--- config.mk ---
export PLATFORM = sky130hd
export DESIGN_NAME = life_word_fsm
export DESIGN_NICKNAME = d
export VERILOG_FILES = /design/src/rtl/life_word_fsm.sv
export SDC_FILE = /design/constraint.sdc
export NUM_CORES = 1
export LEC_CHECK = 0
export CORE_ASPECT_RATIO = 1.25
export CORE_MARGIN = 1.5
export CORE_UTILIZATION = 33
export DETAILED_ROUTE_END_ITERATION = 16
export GPL_ROUTABILITY_DRIVEN = 0
export PLACE_DENSITY = 0.49
export SLEW_MARGIN = 20
export SYNTH_ARGS = -nofsm -noshare
export SYNTH_HDL_FRONTEND = slang
export SYNTH_SLANG_ARGS = --single-unit
export TNS_END_PERCENT = 10
--- constraint.sdc ---
create_clock -name clk -period 2.1 [get_ports clk]
set_input_delay 0.525 -clock clk [delete_from_list [all_inputs] [get_ports clk]]
set_output_delay 0.525 -clock clk [all_outputs]
set_load 0.005 [all_outputs]
--- src/rtl/life_word_fsm.sv ---
// life_word_fsm: btn synchronizer/debouncer, lives counter and Play/Arm/Live/Dead FSM producing wordSelect.
// Latency: btn rise (stable) to press = 2 + DEBOUNCE_CYCLES + 1 cycles; wordSelect is decoded from registered state.
// Backpressure: none; every press/hit cycle is consumed or dropped in the same cycle. Option macro: DEAD_BLINK_EN.
module life_word_fsm #(
  parameter int DEBOUNCE_CYCLES = 1_000_000,
  parameter int BLANK_CYCLES    = 50_000_000,
  parameter int LIVES           = 3,
  parameter int BLINK_CYCLES    = 25_000_000
) (
  input  logic       clk,
  input  logic       reset,
  input  logic       btn,
  input  logic       hit,
  output logic [1:0] wordSelect,
  output logic [2:0] lives,
  output logic       press
);

  localparam int DW = (DEBOUNCE_CYCLES > 1) ? $clog2(DEBOUNCE_CYCLES) : 1;
  localparam int AW = (BLANK_CYCLES > 1) ? $clog2(BLANK_CYCLES) : 1;

  // Reject configurations the counters cannot represent.
  if (LIVES < 1 || LIVES > 7 || DEBOUNCE_CYCLES < 1 || BLANK_CYCLES < 1 || BLINK_CYCLES < 1) begin : g_bad_params
    $error("life_word_fsm: parameter out of range");
  end

  typedef enum logic [1:0] {
    S_PLAY = 2'd0,
    S_LIVE = 2'd1,
    S_DEAD = 2'd2,
    S_ARM  = 2'd3
  } state_t;

  logic          sync1, sync2;
  logic          db_lvl, db_prev;
  logic [DW-1:0] db_cnt;

  state_t        state, state_n;
  logic [AW-1:0] arm_cnt, arm_n;
  logic [2:0]    lives_n;

  // Two-flop synchronizer, debounce counter and one-cycle press pulse on a debounced rise.
  always_ff @(posedge clk) begin
    if (reset) begin
      sync1   <= 1'b0;
      sync2   <= 1'b0;
      db_lvl  <= 1'b0;
      db_prev <= 1'b0;
      db_cnt  <= '0;
      press   <= 1'b0;
    end else begin
      sync1   <= btn;
      sync2   <= sync1;
      db_prev <= db_lvl;
      press   <= db_lvl & ~db_prev;
      if (sync2 != db_lvl) begin
        if (db_cnt == DW'(DEBOUNCE_CYCLES - 1)) begin
          db_lvl <= sync2;
          db_cnt <= '0;
        end else begin
          db_cnt <= db_cnt + DW'(1);
        end
      end else begin
        db_cnt <= '0;
      end
    end
  end

  // Game state, arm timer and lives registers.
  always_ff @(posedge clk) begin
    if (reset) begin
      state   <= S_PLAY;
      arm_cnt <= '0;
      lives   <= 3'(LIVES);
    end else begin
      state   <= state_n;
      arm_cnt <= arm_n;
      lives   <= lives_n;
    end
  end

  // Next-state logic; press wins over a same-cycle hit in Live.
  always_comb begin
    state_n = state;
    arm_n   = arm_cnt;
    lives_n = lives;
    case (state)
      S_PLAY: begin
        if (press) begin
          state_n = S_ARM;
          arm_n   = '0;
          lives_n = 3'(LIVES);
        end
      end
      S_ARM: begin
        if (arm_cnt == AW'(BLANK_CYCLES - 1)) begin
          state_n = S_LIVE;
          arm_n   = '0;
        end else begin
          arm_n = arm_cnt + AW'(1);
        end
      end
      S_LIVE: begin
        if (press) begin
          state_n = S_PLAY;
          lives_n = 3'(LIVES);
        end else if (hit) begin
          if (lives > 3'd1) begin
            lives_n = lives - 3'd1;
          end else begin
            lives_n = 3'd0;
            state_n = S_DEAD;
          end
        end
      end
      S_DEAD: begin
        lives_n = 3'd0;
        if (press) begin
          state_n = S_PLAY;
          lives_n = 3'(LIVES);
        end
      end
      default: begin
        state_n = S_PLAY;
        arm_n   = '0;
        lives_n = 3'(LIVES);
      end
    endcase
  end

`ifdef DEAD_BLINK_EN
  localparam int BW = $clog2(2 * BLINK_CYCLES);

  logic [BW-1:0] blink_cnt;
  logic          blink_on;

  // Blink phase counter: runs only while staying in Dead, starts at 0 on entry.
  always_ff @(posedge clk) begin
    if (reset) begin
      blink_cnt <= '0;
    end else if (state == S_DEAD && state_n == S_DEAD) begin
      if (blink_cnt == BW'(2 * BLINK_CYCLES - 1)) begin
        blink_cnt <= '0;
      end else begin
        blink_cnt <= blink_cnt + BW'(1);
      end
    end else begin
      blink_cnt <= '0;
    end
  end

  assign blink_on = (blink_cnt < BW'(BLINK_CYCLES));
`endif

  // Word code decode from the state register.
  always_comb begin
    wordSelect = 2'd0;
    case (state)
      S_PLAY:  wordSelect = 2'd0;
      S_ARM:   wordSelect = 2'd3;
      S_LIVE:  wordSelect = 2'd1;
`ifdef DEAD_BLINK_EN
      S_DEAD:  wordSelect = blink_on ? 2'd2 : 2'd3;
`else
      S_DEAD:  wordSelect = 2'd2;
`endif
      default: wordSelect = 2'd0;
    endcase
  end

endmodule

==> impl_results.html, run 1 <==
<table>
<tr><th>Metric</th><th>Value</th></tr>
<tr><th colspan="2">Synth</th></tr>
<tr><td>Post-synth design cell area</td><td>0.00282 mm²</td></tr>
<tr><td>Adder-Cell Fraction of Synth Area</td><td>under 10%</td></tr>
<tr><td>Sequential fraction of the synthesis area</td><td>roughly two fifths</td></tr>
<tr><td>Largest family of logic cells by synthesized area</td><td>simple AND/OR/NAND/NOR gates</td></tr>
<tr><td>EDFF count, synth</td><td>0</td></tr>
<tr><td>FFs w/ async S/R, synth</td><td>0%</td></tr>
<tr><td>Fraction of post-synthesis cell area in the top cell type by area</td><td>approximately two fifths</td></tr>
<tr><td>Simple-gate area share of the yosys netlist</td><td>31.6%</td></tr>
<tr><td>Synthesized instance count</td><td>between 300 and 400</td></tr>
<tr><td>Syn avg cell area</td><td>between 8 and 9 µm²</td></tr>
<tr><td>Leading cell types by total area after synthesis</td><td>sky130_fd_sc_hd__dfxtp_1 (40%), sky130_fd_sc_hd__xor2_1 (8.4%), sky130_fd_sc_hd__nor2_1 (8.3%)</td></tr>
<tr><td>Yosys cell types</td><td>50</td></tr>
<tr><td>Main flop type after synthesis</td><td>sky130_fd_sc_hd__dfxtp_1</td></tr>
<tr><td>Total of warnings raised by yosys</td><td>0</td></tr>
<tr><td>Net Count, Synth</td><td>around 330</td></tr>
<tr><td>Cell type contributing the most total cell area after synthesis</td><td>sky130_fd_sc_hd__dfxtp_1</td></tr>
<tr><td>Area fraction in compound gates after synthesis</td><td>~5.6%</td></tr>
<tr><td>Xor and xnor fraction of the mapped netlist area</td><td>~13%</td></tr>
<tr><td>Portion of netlist area occupied by mux cells</td><td>roughly 2.4%</td></tr>
<tr><td>Register bit count reported by yosys</td><td>56</td></tr>
<tr><th colspan="2">Routing</th></tr>
<tr><td>Overall routed net length</td><td>roughly 5500 µm</td></tr>
<tr><td>Post-detailed-route wirelength per cell</td><td>approximately 13 µm</td></tr>
<tr><td>Post-detailed-route via-to-cell ratio</td><td>4.90</td></tr>
<tr><td>1st-iter DRT viols</td><td>58</td></tr>
<tr><td>Remaining routing DRC violations</td><td>0</td></tr>
<tr><td>ANT nets after route</td><td>0</td></tr>
<tr><td>Number of detailed-route iterations in the first pass</td><td>4</td></tr>
<tr><td>Total number of vias</td><td>~2.1k</td></tr>
<tr><th colspan="2">Place</th></tr>
<tr><td>Number of placed instances, taps included</td><td>between 400 and 500</td></tr>
<tr><td>Number of port buffers</td><td>9</td></tr>
<tr><td>Post-Place Cell Area</td><td>0.00310 mm²</td></tr>
<tr><td>HPWL after DPL</td><td>about 4000 µm</td></tr>
<tr><th colspan="2">Clocking</th></tr>
<tr><td>Post-CTS Hold Buffers</td><td>0</td></tr>
<tr><td>Reg clk slew, reported paths</td><td>roughly 110 ps</td></tr>
<tr><td>Number of buffers inserted during clock tree synthesis</td><td>5</td></tr>
<tr><td>Clock sink total</td><td>56</td></tr>
<tr><td>Root Driver</td><td>sky130_fd_sc_hd__clkbuf_8</td></tr>
<tr><td>Maximum count of clock buffers along a single path</td><td>2</td></tr>
<tr><td>Worst skew pair latency</td><td>between 300 and 400 ps</td></tr>
<tr><td>Max H-tree Level</td><td>2</td></tr>
<tr><td>Clock tree from TritonCTS</td><td>done</td></tr>
<tr><th colspan="2">Critical path</th></tr>
<tr><td>Worst R2R Setup Slack</td><td>about 110 ps</td></tr>
<tr><td>Crit path launch type</td><td>flip-flop</td></tr>
<tr><td>Required time at the endpoint of the critical path</td><td>around 2300 ps</td></tr>
<tr><td>Crit. Startpoint</td><td>lives[1]</td></tr>
<tr><td>Worst reg2reg startpoint</td><td>lives[1]</td></tr>
<tr><td>Crit Path Category</td><td>flip-flop to flip-flop</td></tr>
<tr><td>CP Capture Type</td><td>flip-flop</td></tr>
<tr><td>Maximum fanout encountered on the critical timing path</td><td>4</td></tr>
<tr><td>Worst Path Arrival</td><td>approximately 2200 ps</td></tr>
<tr><th colspan="2">Min path</th></tr>
<tr><td>Hold path start</td><td>db_prev</td></tr>
<tr><td>Worst hold path type</td><td>flip-flop to flip-flop</td></tr>
<tr><th colspan="2">Layout</th></tr>
<tr><td>Share of layout cells above drive strength 1</td><td>about 15%</td></tr>
<tr><td>Core utilization of the finished layout</td><td>around 39%</td></tr>
<tr><td>Final standard cell count with taps included and fillers excluded</td><td>about 440</td></tr>
<tr><td>Post-route standard cell area excluding fillers</td><td>0.00325 mm²</td></tr>
<tr><td>Layout area overhead</td><td>15.5%</td></tr>
<tr><td>Post-layout nets</td><td>351</td></tr>
<tr><td>Number of diodes added for antenna fixing</td><td>0</td></tr>
<tr><th colspan="2">Die</th></tr>
<tr><td>Die footprint</td><td>0.00911 mm²</td></tr>
<tr><td>Die Span X</td><td>around 86 µm</td></tr>
<tr><td>Core box area</td><td>about 0.008 mm²</td></tr>
<tr><td>Total number of placement rows</td><td>37</td></tr>
<tr><td>I/O pin total</td><td>10</td></tr>
<tr><td>Die height</td><td>~110 µm</td></tr>
<tr><td>Starting Density</td><td>34.2%</td></tr>
<tr><th colspan="2">Global route</th></tr>
<tr><td>Number of antenna violations at the first check in global routing</td><td>0</td></tr>
<tr><td>Grt ovf</td><td>0</td></tr>
<tr><td>Combined global-route utilization of all metal layers</td><td>between 10% and 20%</td></tr>
<tr><td>Largest net degree at the start of global routing</td><td>23</td></tr>
<tr><td>Global-route wire length before repair</td><td>between 9000 and 10000 µm</td></tr>
<tr><td>Vias in the first global route</td><td>2083</td></tr>
<tr><th colspan="2">Run</th></tr>
<tr><td>Number of violations of the max-capacitance limit</td><td>0</td></tr>
<tr><th colspan="2">Timing</th></tr>
<tr><td>Relative slew slack</td><td>between 60 and 70%</td></tr>
<tr><td>Highest attainable clock frequency</td><td>around 500 MHz</td></tr>
<tr><td>Transition time of the tightest slew-check pin</td><td>530 ps</td></tr>
<tr><td>Ratio of final minimum period to clock period</td><td>a little over nine tenths</td></tr>
<tr><td>Number of endpoints failing setup at the final stage</td><td>0</td></tr>
<tr><td>Final Critical Period</td><td>between 1500 and 2000 ps</td></tr>
<tr><td>RSZ-0062 raised after global routing</td><td>no</td></tr>
<tr><td>Max Slew Vio Count</td><td>0</td></tr>
<tr><td>Endpoints failing hold</td><td>0</td></tr>
<tr><td>Minimum hold slack</td><td>395 ps</td></tr>
<tr><td>Worst Clk Skew</td><td>slightly above 20 ps</td></tr>
<tr><th colspan="2">Pwr</th></tr>
<tr><td>Leak</td><td>around 1.2 nW</td></tr>
<tr><td>Power per Cell Area</td><td>674 mW/mm²</td></tr>
<tr><td>Maximum VDD drop</td><td>between 0.0003 and 0.0004 V</td></tr>
<tr><th colspan="2">Run status</th></tr>
<tr><td>Result of the run</td><td>finished clean</td></tr>
</table>
[flip-flops by register name, summed over array words and instances, names as in the netlist, 2 cells and up]
name,cells
lives,3
state,2
arm_cnt,26
db_cnt,20
[cells in the mapped netlist, types with 2 or more instances]
cell,instances
sky130_fd_sc_hd__nor2_1,62
sky130_fd_sc_hd__dfxtp_1,56
sky130_fd_sc_hd__xor2_1,27
sky130_fd_sc_hd__nand2_1,21
sky130_fd_sc_hd__nand3_1,19
sky130_fd_sc_hd__xnor2_1,14
sky130_fd_sc_hd__inv_1,12
sky130_fd_sc_hd__nand4_1,12
sky130_fd_sc_hd__ha_1,9
sky130_fd_sc_hd__a21oi_1,8
sky130_fd_sc_hd__nor4_1,7
sky130_fd_sc_hd__nor2b_1,5
sky130_fd_sc_hd__and3_1,4
sky130_fd_sc_hd__and4_1,4
sky130_fd_sc_hd__buf_6,4
sky130_fd_sc_hd__nor3_1,4
sky130_fd_sc_hd__o21ai_0,3
sky130_fd_sc_hd__or3_1,3
sky130_fd_sc_hd__buf_2,2
sky130_fd_sc_hd__clkbuf_1,2
sky130_fd_sc_hd__mux2_2,2
sky130_fd_sc_hd__nand2b_1,2
sky130_fd_sc_hd__nor3_2,2
sky130_fd_sc_hd__nor4_4,2
sky130_fd_sc_hd__o22a_1,2
sky130_fd_sc_hd__o32a_1,2
[final timing paths]
kind	endpoint	depth (start not counted)
setup / recovery	state[1]	7
hold / removal	press	1
setup reg to reg	state[1]	7
hold reg to reg	press	1
[cell usage in the layout (no fill, tap or decap), drive strengths merged, types with 5 or more instances in the layout]
cell	netlist	final
a21oi	8	8
buf	6	17
clkbuf	3	5
clkdlybuf4s50	0	7
dfxtp	56	56
ha	9	9
inv	12	13
nand2	21	21
nand3	19	19
nand4	13	13
nor2	63	63
nor2b	5	5
nor3	6	6
nor4	10	10
xnor2	14	14
xor2	27	27
[stage by stage]
step | total power [mW] | setup TNS [ps] | setup slack [ps]
after floorplan | 1.43 | 0 | 108
after global placement | 1.53 | -138 | -89.4
after detailed placement | 1.53 | -214 | -127
after CTS | 2.22 | 0 | 21.2
after global routing | 2.32 | 0 | 2.57
final | 2.19 | 0 | 113
[where the power goes]
group	leakage [nW]	total [mW]	internal [mW]	switching, mW
logic	0.667	0.429	0.216	0.213
registers	0.453	1.13	1.09	0.0372
clock network	0.0423	0.632	0.244	0.388
total	1.16	2.19	1.55	0.638
[area by class of cell]
type / instances / area, µm²
Clock buffer: 5 / 68.8
Clock inverter: 3 / 26.3
Fill cell: 851 / 4990
Inverter: 12 / 47.5
Multi-Input combinational cell: 237 / 1630
Sequential cell: 56 / 1130
Tap cell: 97 / 121
Timing Repair Buffer: 26 / 228
[cell families (layout without fill, tap and decap cells)]
group	after synthesis	count (layout)
simple gates	161	161
fa+ha+maj	9	9
flops	56	56
compound gates	21	21
xor+xnor	41	41
mux	5	5
buf+inv	21	46
[timing repair]
| action | CTS | global route |
|---|---|---|
| buffers inserted | 0 | 0 |
| gates resized for setup | 16 | 3 |
| setup endpoints to repair | 3 | 3 |
| endpoints found under the hold margin | 0 | 0 |
[metal layers]
metal,GRT usage (%),share of wire [%],wire length [µm],up-vias
met4,4.15,1.3,73,0
li1,-,-,-,1122
met2,21.6,48,2620,17
met5,0,0,0,-
met3,2.56,2.3,126,6
met1,17.1,49,2680,993
[critical path: stages (launching register included)]
cell and delay, ps:
sky130_fd_sc_hd__dfxtp_1 360, sky130_fd_sc_hd__inv_1 90, sky130_fd_sc_hd__ha_1 130, sky130_fd_sc_hd__o21ba_2 170, sky130_fd_sc_hd__nor2_4 100, sky130_fd_sc_hd__or4b_1 450
sky130_fd_sc_hd__a32o_1 290, sky130_fd_sc_hd__mux2_1 310
Power figures use the tool's default switching activity.
==> inputs of run 2 (changes only) <==
--- a/config.mk
+++ b/config.mk
@@ -8,6 +8,7 @@
 export CORE_ASPECT_RATIO = 1.25
 export CORE_MARGIN = 1.5
 export CORE_UTILIZATION = 33
+export CTS_BUF_LIST = sky130_fd_sc_hd__clkbuf_8
 export DETAILED_ROUTE_END_ITERATION = 16
 export GPL_ROUTABILITY_DRIVEN = 0
 export PLACE_DENSITY = 0.49
==> results of run 2 <==
Same layout as run 1: the final DEF is identical, and so are final timing and power.
==> inputs of run 3 (changes only) <==
--- a/config.mk
+++ b/config.mk
@@ -5,6 +5,7 @@
 export SDC_FILE = /design/constraint.sdc
 export NUM_CORES = 1
 export LEC_CHECK = 0
+export ABC_AREA = 1
 export CORE_ASPECT_RATIO = 1.25
 export CORE_MARGIN = 1.5
 export CORE_UTILIZATION = 33
==> impl_results.html, run 3 <==
<table>
<tr><th>Metric</th><th>Value</th></tr>
<tr><th colspan="2">Run status</th></tr>
<tr><td>Result of the run</td><td>finished clean</td></tr>
<tr><th colspan="2">Layout</th></tr>
<tr><td>Leading cell type in the layout, fill and taps excluded</td><td>sky130_fd_sc_hd__nand2_1</td></tr>
<tr><td>Share of layout cells above drive strength 1</td><td>12.0% (-3.3 points)</td></tr>
<tr><td>Top library cells by usage in the layout, fill and taps aside</td><td>sky130_fd_sc_hd__nand2_1 (106), sky130_fd_sc_hd__nor2_1 (84), sky130_fd_sc_hd__inv_1 (66), sky130_fd_sc_hd__dfxtp_1 (54), sky130_fd_sc_hd__nand3_1 (30)</td></tr>
<tr><td>Largest reg by FF count</td><td>arm_cnt</td></tr>
<tr><td>Core utilization of the finished layout</td><td>37.7% (-1.8 points)</td></tr>
<tr><td>Layout area overhead</td><td>10.7%</td></tr>
<tr><td>Largest registers in the final layout</td><td>arm_cnt (26), db_cnt (20), lives (3)</td></tr>
<tr><td>Post-layout nets</td><td>512 (+46%)</td></tr>
<tr><td>Fillers</td><td>1090 (+28%)</td></tr>
<tr><td>Number of diodes added for antenna fixing</td><td>0 (unchanged)</td></tr>
<tr><td>Max reg flops</td><td>26 (unchanged)</td></tr>
<tr><th colspan="2">Critical path</th></tr>
<tr><td>Cell with the largest stage delay on the worst path</td><td>sky130_fd_sc_hd__dfxtp_4</td></tr>
<tr><td>Most numerous cell on the critical path</td><td>sky130_fd_sc_hd__nor2_1</td></tr>
<tr><td>Crit-path cells</td><td>buf_4 -&gt; ha_4 -&gt; nor2_1 -&gt; nor2_1 -&gt; dlygate4sd2_1</td></tr>
<tr><td>Critical Path Max Stage Delay</td><td>370 ps (-80 ps)</td></tr>
<tr><td>Required time at the endpoint of the critical path</td><td>1570 ps (-750 ps)</td></tr>
<tr><td>Crit path launch type</td><td>flip-flop</td></tr>
<tr><td>Crit Path Category</td><td>flip-flop to primary output</td></tr>
<tr><td>Category of cells accounting for the largest share of critical-path delay</td><td>buffers and inverters</td></tr>
<tr><td>Maximum fanout encountered on the critical timing path</td><td>6 (+2)</td></tr>
<tr><td>Worst Path Arrival</td><td>1390 ps (-820 ps)</td></tr>
<tr><td>CP Capture Type</td><td>primary output</td></tr>
<tr><td>Number of buffers and inverters on the critical path</td><td>2 (+1)</td></tr>
<tr><th colspan="2">Synth</th></tr>
<tr><td>FFs w/ async S/R, synth</td><td>0% (unchanged)</td></tr>
<tr><td>Sequential fraction of the synthesis area</td><td>34.3% (-5.5 points)</td></tr>
<tr><td>Syn avg cell area</td><td>6.78 µm² (-24%)</td></tr>
<tr><td>Net Count, Synth</td><td>496 (+52%)</td></tr>
<tr><td>Most used standard cells in the synthesized netlist</td><td>sky130_fd_sc_hd__nand2_1 (106), sky130_fd_sc_hd__nor2_1 (84), sky130_fd_sc_hd__inv_1 (68)</td></tr>
<tr><td>Most frequent cell after synthesis</td><td>sky130_fd_sc_hd__nand2_1</td></tr>
<tr><td>Synthesized instance count</td><td>483 (+54%)</td></tr>
<tr><td>Cell type contributing the most total cell area after synthesis</td><td>sky130_fd_sc_hd__dfxtp_1</td></tr>
<tr><td>Total of warnings raised by yosys</td><td>0 (unchanged)</td></tr>
<tr><td>Main flop type after synthesis</td><td>sky130_fd_sc_hd__dfxtp_1</td></tr>
<tr><td>Yosys cell types</td><td>36 (-28%)</td></tr>
<tr><td>Fraction of post-synthesis cell area in the top cell type by area</td><td>34.3% (-5.5 points)</td></tr>
<tr><td>Leading cell types by total area after synthesis</td><td>sky130_fd_sc_hd__dfxtp_1 (34%), sky130_fd_sc_hd__nand2_1 (12%), sky130_fd_sc_hd__nor2_1 (9.6%)</td></tr>
<tr><td>Register bit count reported by yosys</td><td>56 (unchanged)</td></tr>
<tr><td>Post-synth design cell area</td><td>0.00327 mm² (+16%)</td></tr>
<tr><td>EDFF count, synth</td><td>0 (unchanged)</td></tr>
<tr><th colspan="2">Global route</th></tr>
<tr><td>Number of antenna violations at the first check in global routing</td><td>0 (unchanged)</td></tr>
<tr><td>Vias in the first global route</td><td>2930 (+41%)</td></tr>
<tr><td>Largest net degree at the start of global routing</td><td>23 (unchanged)</td></tr>
<tr><td>Grt ovf</td><td>0 (unchanged)</td></tr>
<tr><td>Global-route wire length before repair</td><td>12800 µm (+32%)</td></tr>
<tr><td>Combined global-route utilization of all metal layers</td><td>15.1% (+2.0 points)</td></tr>
<tr><th colspan="2">Clocking</th></tr>
<tr><td>Worst skew pair latency</td><td>320 ps (about the same)</td></tr>
<tr><td>Number of buffers inserted during clock tree synthesis</td><td>5 (unchanged)</td></tr>
<tr><td>Clock sink total</td><td>56 (unchanged)</td></tr>
<tr><td>Post-CTS Hold Buffers</td><td>0 (unchanged)</td></tr>
<tr><td>Clock tree from TritonCTS</td><td>done</td></tr>
<tr><td>Reg clk slew, reported paths</td><td>100 ps (about the same)</td></tr>
<tr><td>Root Driver</td><td>sky130_fd_sc_hd__clkbuf_8</td></tr>
<tr><td>Maximum count of clock buffers along a single path</td><td>2 (unchanged)</td></tr>
<tr><td>Max H-tree Level</td><td>2 (unchanged)</td></tr>
<tr><th colspan="2">Routing</th></tr>
<tr><td>Overall routed net length</td><td>7360 µm (+34%)</td></tr>
<tr><td>Post-detailed-route wirelength per cell</td><td>11.8 µm (-6.8%)</td></tr>
<tr><td>1st-iter DRT viols</td><td>130 (+120%)</td></tr>
<tr><td>ANT nets after route</td><td>0 (unchanged)</td></tr>
<tr><td>Post-detailed-route via-to-cell ratio</td><td>4.64 (-5.4%)</td></tr>
<tr><td>Total number of vias</td><td>2904 (+36%)</td></tr>
<tr><td>Remaining routing DRC violations</td><td>0 (unchanged)</td></tr>
<tr><td>Number of detailed-route iterations in the first pass</td><td>4 (unchanged)</td></tr>
<tr><th colspan="2">Timing</th></tr>
<tr><td>Ratio of final minimum period to clock period</td><td>91.1% (-3.5 points)</td></tr>
<tr><td>Endpoints failing hold</td><td>0 (unchanged)</td></tr>
<tr><td>Fin Setup TNS</td><td>0 ps (unchanged)</td></tr>
<tr><td>Transition time of the tightest slew-check pin</td><td>345 ps (-185 ps)</td></tr>
<tr><td>Number of endpoints failing setup at the final stage</td><td>0 (unchanged)</td></tr>
<tr><td>Final Critical Period</td><td>1910 ps (-73.3 ps)</td></tr>
<tr><td>Max Slew Vio Count</td><td>0 (unchanged)</td></tr>
<tr><td>RSZ-0062 raised after global routing</td><td>no</td></tr>
<tr><td>Worst Clk Skew</td><td>13.5 ps (-6.75 ps)</td></tr>
<tr><td>Highest attainable clock frequency</td><td>523 MHz (+3.8%)</td></tr>
<tr><td>Least setup slack across all paths after layout</td><td>187 ps (+73.3 ps)</td></tr>
<tr><td>Minimum hold slack</td><td>399 ps (+4.05 ps)</td></tr>
<tr><td>Relative slew slack</td><td>76.8% (+12 points)</td></tr>
<tr><th colspan="2">Die</th></tr>
<tr><td>Die footprint</td><td>0.0105 mm² (+16%)</td></tr>
<tr><td>I/O pin total</td><td>10 (unchanged)</td></tr>
<tr><td>Die Span X</td><td>92.1 µm (+7.5%)</td></tr>
<tr><td>Starting Density</td><td>34.1% (-0.13 points)</td></tr>
<tr><td>Total number of placement rows</td><td>40 (+8.1%)</td></tr>
<tr><td>Die height</td><td>114 µm (+7.6%)</td></tr>
<tr><td>Core box area</td><td>0.00961 mm² (+17%)</td></tr>
<tr><th colspan="2">Place</th></tr>
<tr><td>HPWL after DPL</td><td>5670 µm (+42%)</td></tr>
<tr><td>Number of port buffers</td><td>9 (unchanged)</td></tr>
<tr><td>Worst slack after detailed placement</td><td>199 ps (+326 ps)</td></tr>
<tr><th colspan="2">Pwr</th></tr>
<tr><td>Power per Cell Area</td><td>556 mW/mm² (-17%)</td></tr>
<tr><td>Leak</td><td>1.35 nW (+16%)</td></tr>
<tr><td>Maximum VDD drop</td><td>0.000331 V (-9.6%)</td></tr>
<tr><th colspan="2">Min path</th></tr>
<tr><td>Worst hold path type</td><td>flip-flop to flip-flop</td></tr>
<tr><th colspan="2">Run</th></tr>
<tr><td>Number of violations of the max-capacitance limit</td><td>0 (unchanged)</td></tr>
</table>
[run 3: cell types whose count changed after synthesis, sizes merged, moves of 5 or more]
cell,previous run,this run
nand2,21,119
inv,12,70
nor2,63,97
a21oi,8,26
xor2,27,9
nor3,6,20
nand3,19,32
xnor2,14,2
o21ai,3,14
nor4,10,2
nor2b,5,0
[run 3: timing repair]
action / CTS / global route
hold endpoints to repair: 0 / 0
setup buffers: 1 / 0
gates resized for setup: 11 / 1
endpoints found under the setup margin: 2 / 1
gates cloned: 0 / 0
[run 3: final cells by class]
type	instances	area (µm²)	share of cell area (%)
Inverter	70	265	7.32
Sequential cell	56	1130	31.1
Clock buffer	5	68.8	1.90
Tap cell	126	158	4.35
Multi-Input combinational cell	351	1850	51.1
Timing Repair Buffer	15	136	3.76
Clock inverter	3	18.8	0.518
[run 3: power breakdown]
group | total, mW | switching (mW) | internal (mW)
logic | 0.304 | 0.177 | 0.127
registers | 1.11 | 0.0254 | 1.09
clock network | 0.599 | 0.365 | 0.234
[run 3: cells by family (layout without fill, tap and decap cells)]
group | Yosys count | after routing | synth area share [%]
buffers and inverters | 76 | 93 | 9.82
adder cells (fa/ha/maj) | 9 | 9 | 3.44
XOR/XNOR | 11 | 11 | 2.94
AND/OR/NAND/NOR | 287 | 287 | 42.5
flip-flops | 56 | 56 | 34.3
AO/OA/AOI/OAI | 44 | 44 | 7.03
[run 3: worst paths after layout]
path                                      end  depth (start not counted)  slack, ps      from
worst min-delay path                    press                          1        400   db_prev
worst min register to register          press                          1        400   db_prev
worst max-delay path            wordSelect[0]                          5        190  state[0]
worst max register to register    arm_cnt[25]                         12        250  state[1]
[run 3: through the flow]
| step | power (mW) | area [µm²] | instances |
|---|---|---|---|
| finish | 2.01 | 3620 | 626 |
| floorplan | 1.34 | 3270 | 483 |
| CTS | 2.05 | 3620 | 626 |
| global route | 2.15 | 3620 | 626 |
| detailed placement | 1.42 | 3500 | 617 |
| global placement | 1.42 | 3500 | 617 |
[run 3: metal layers]
metal | vias up | global-route usage [%] | part of all wire [%]
met3 | 9 | 2.86 | 2.1
li1 | 1549 | - | -
met4 | 0 | 5.95 | 1.8
met1 | 1324 | 17.0 | 45
met2 | 22 | 27.9 | 51
met5 | - | 0 | 0
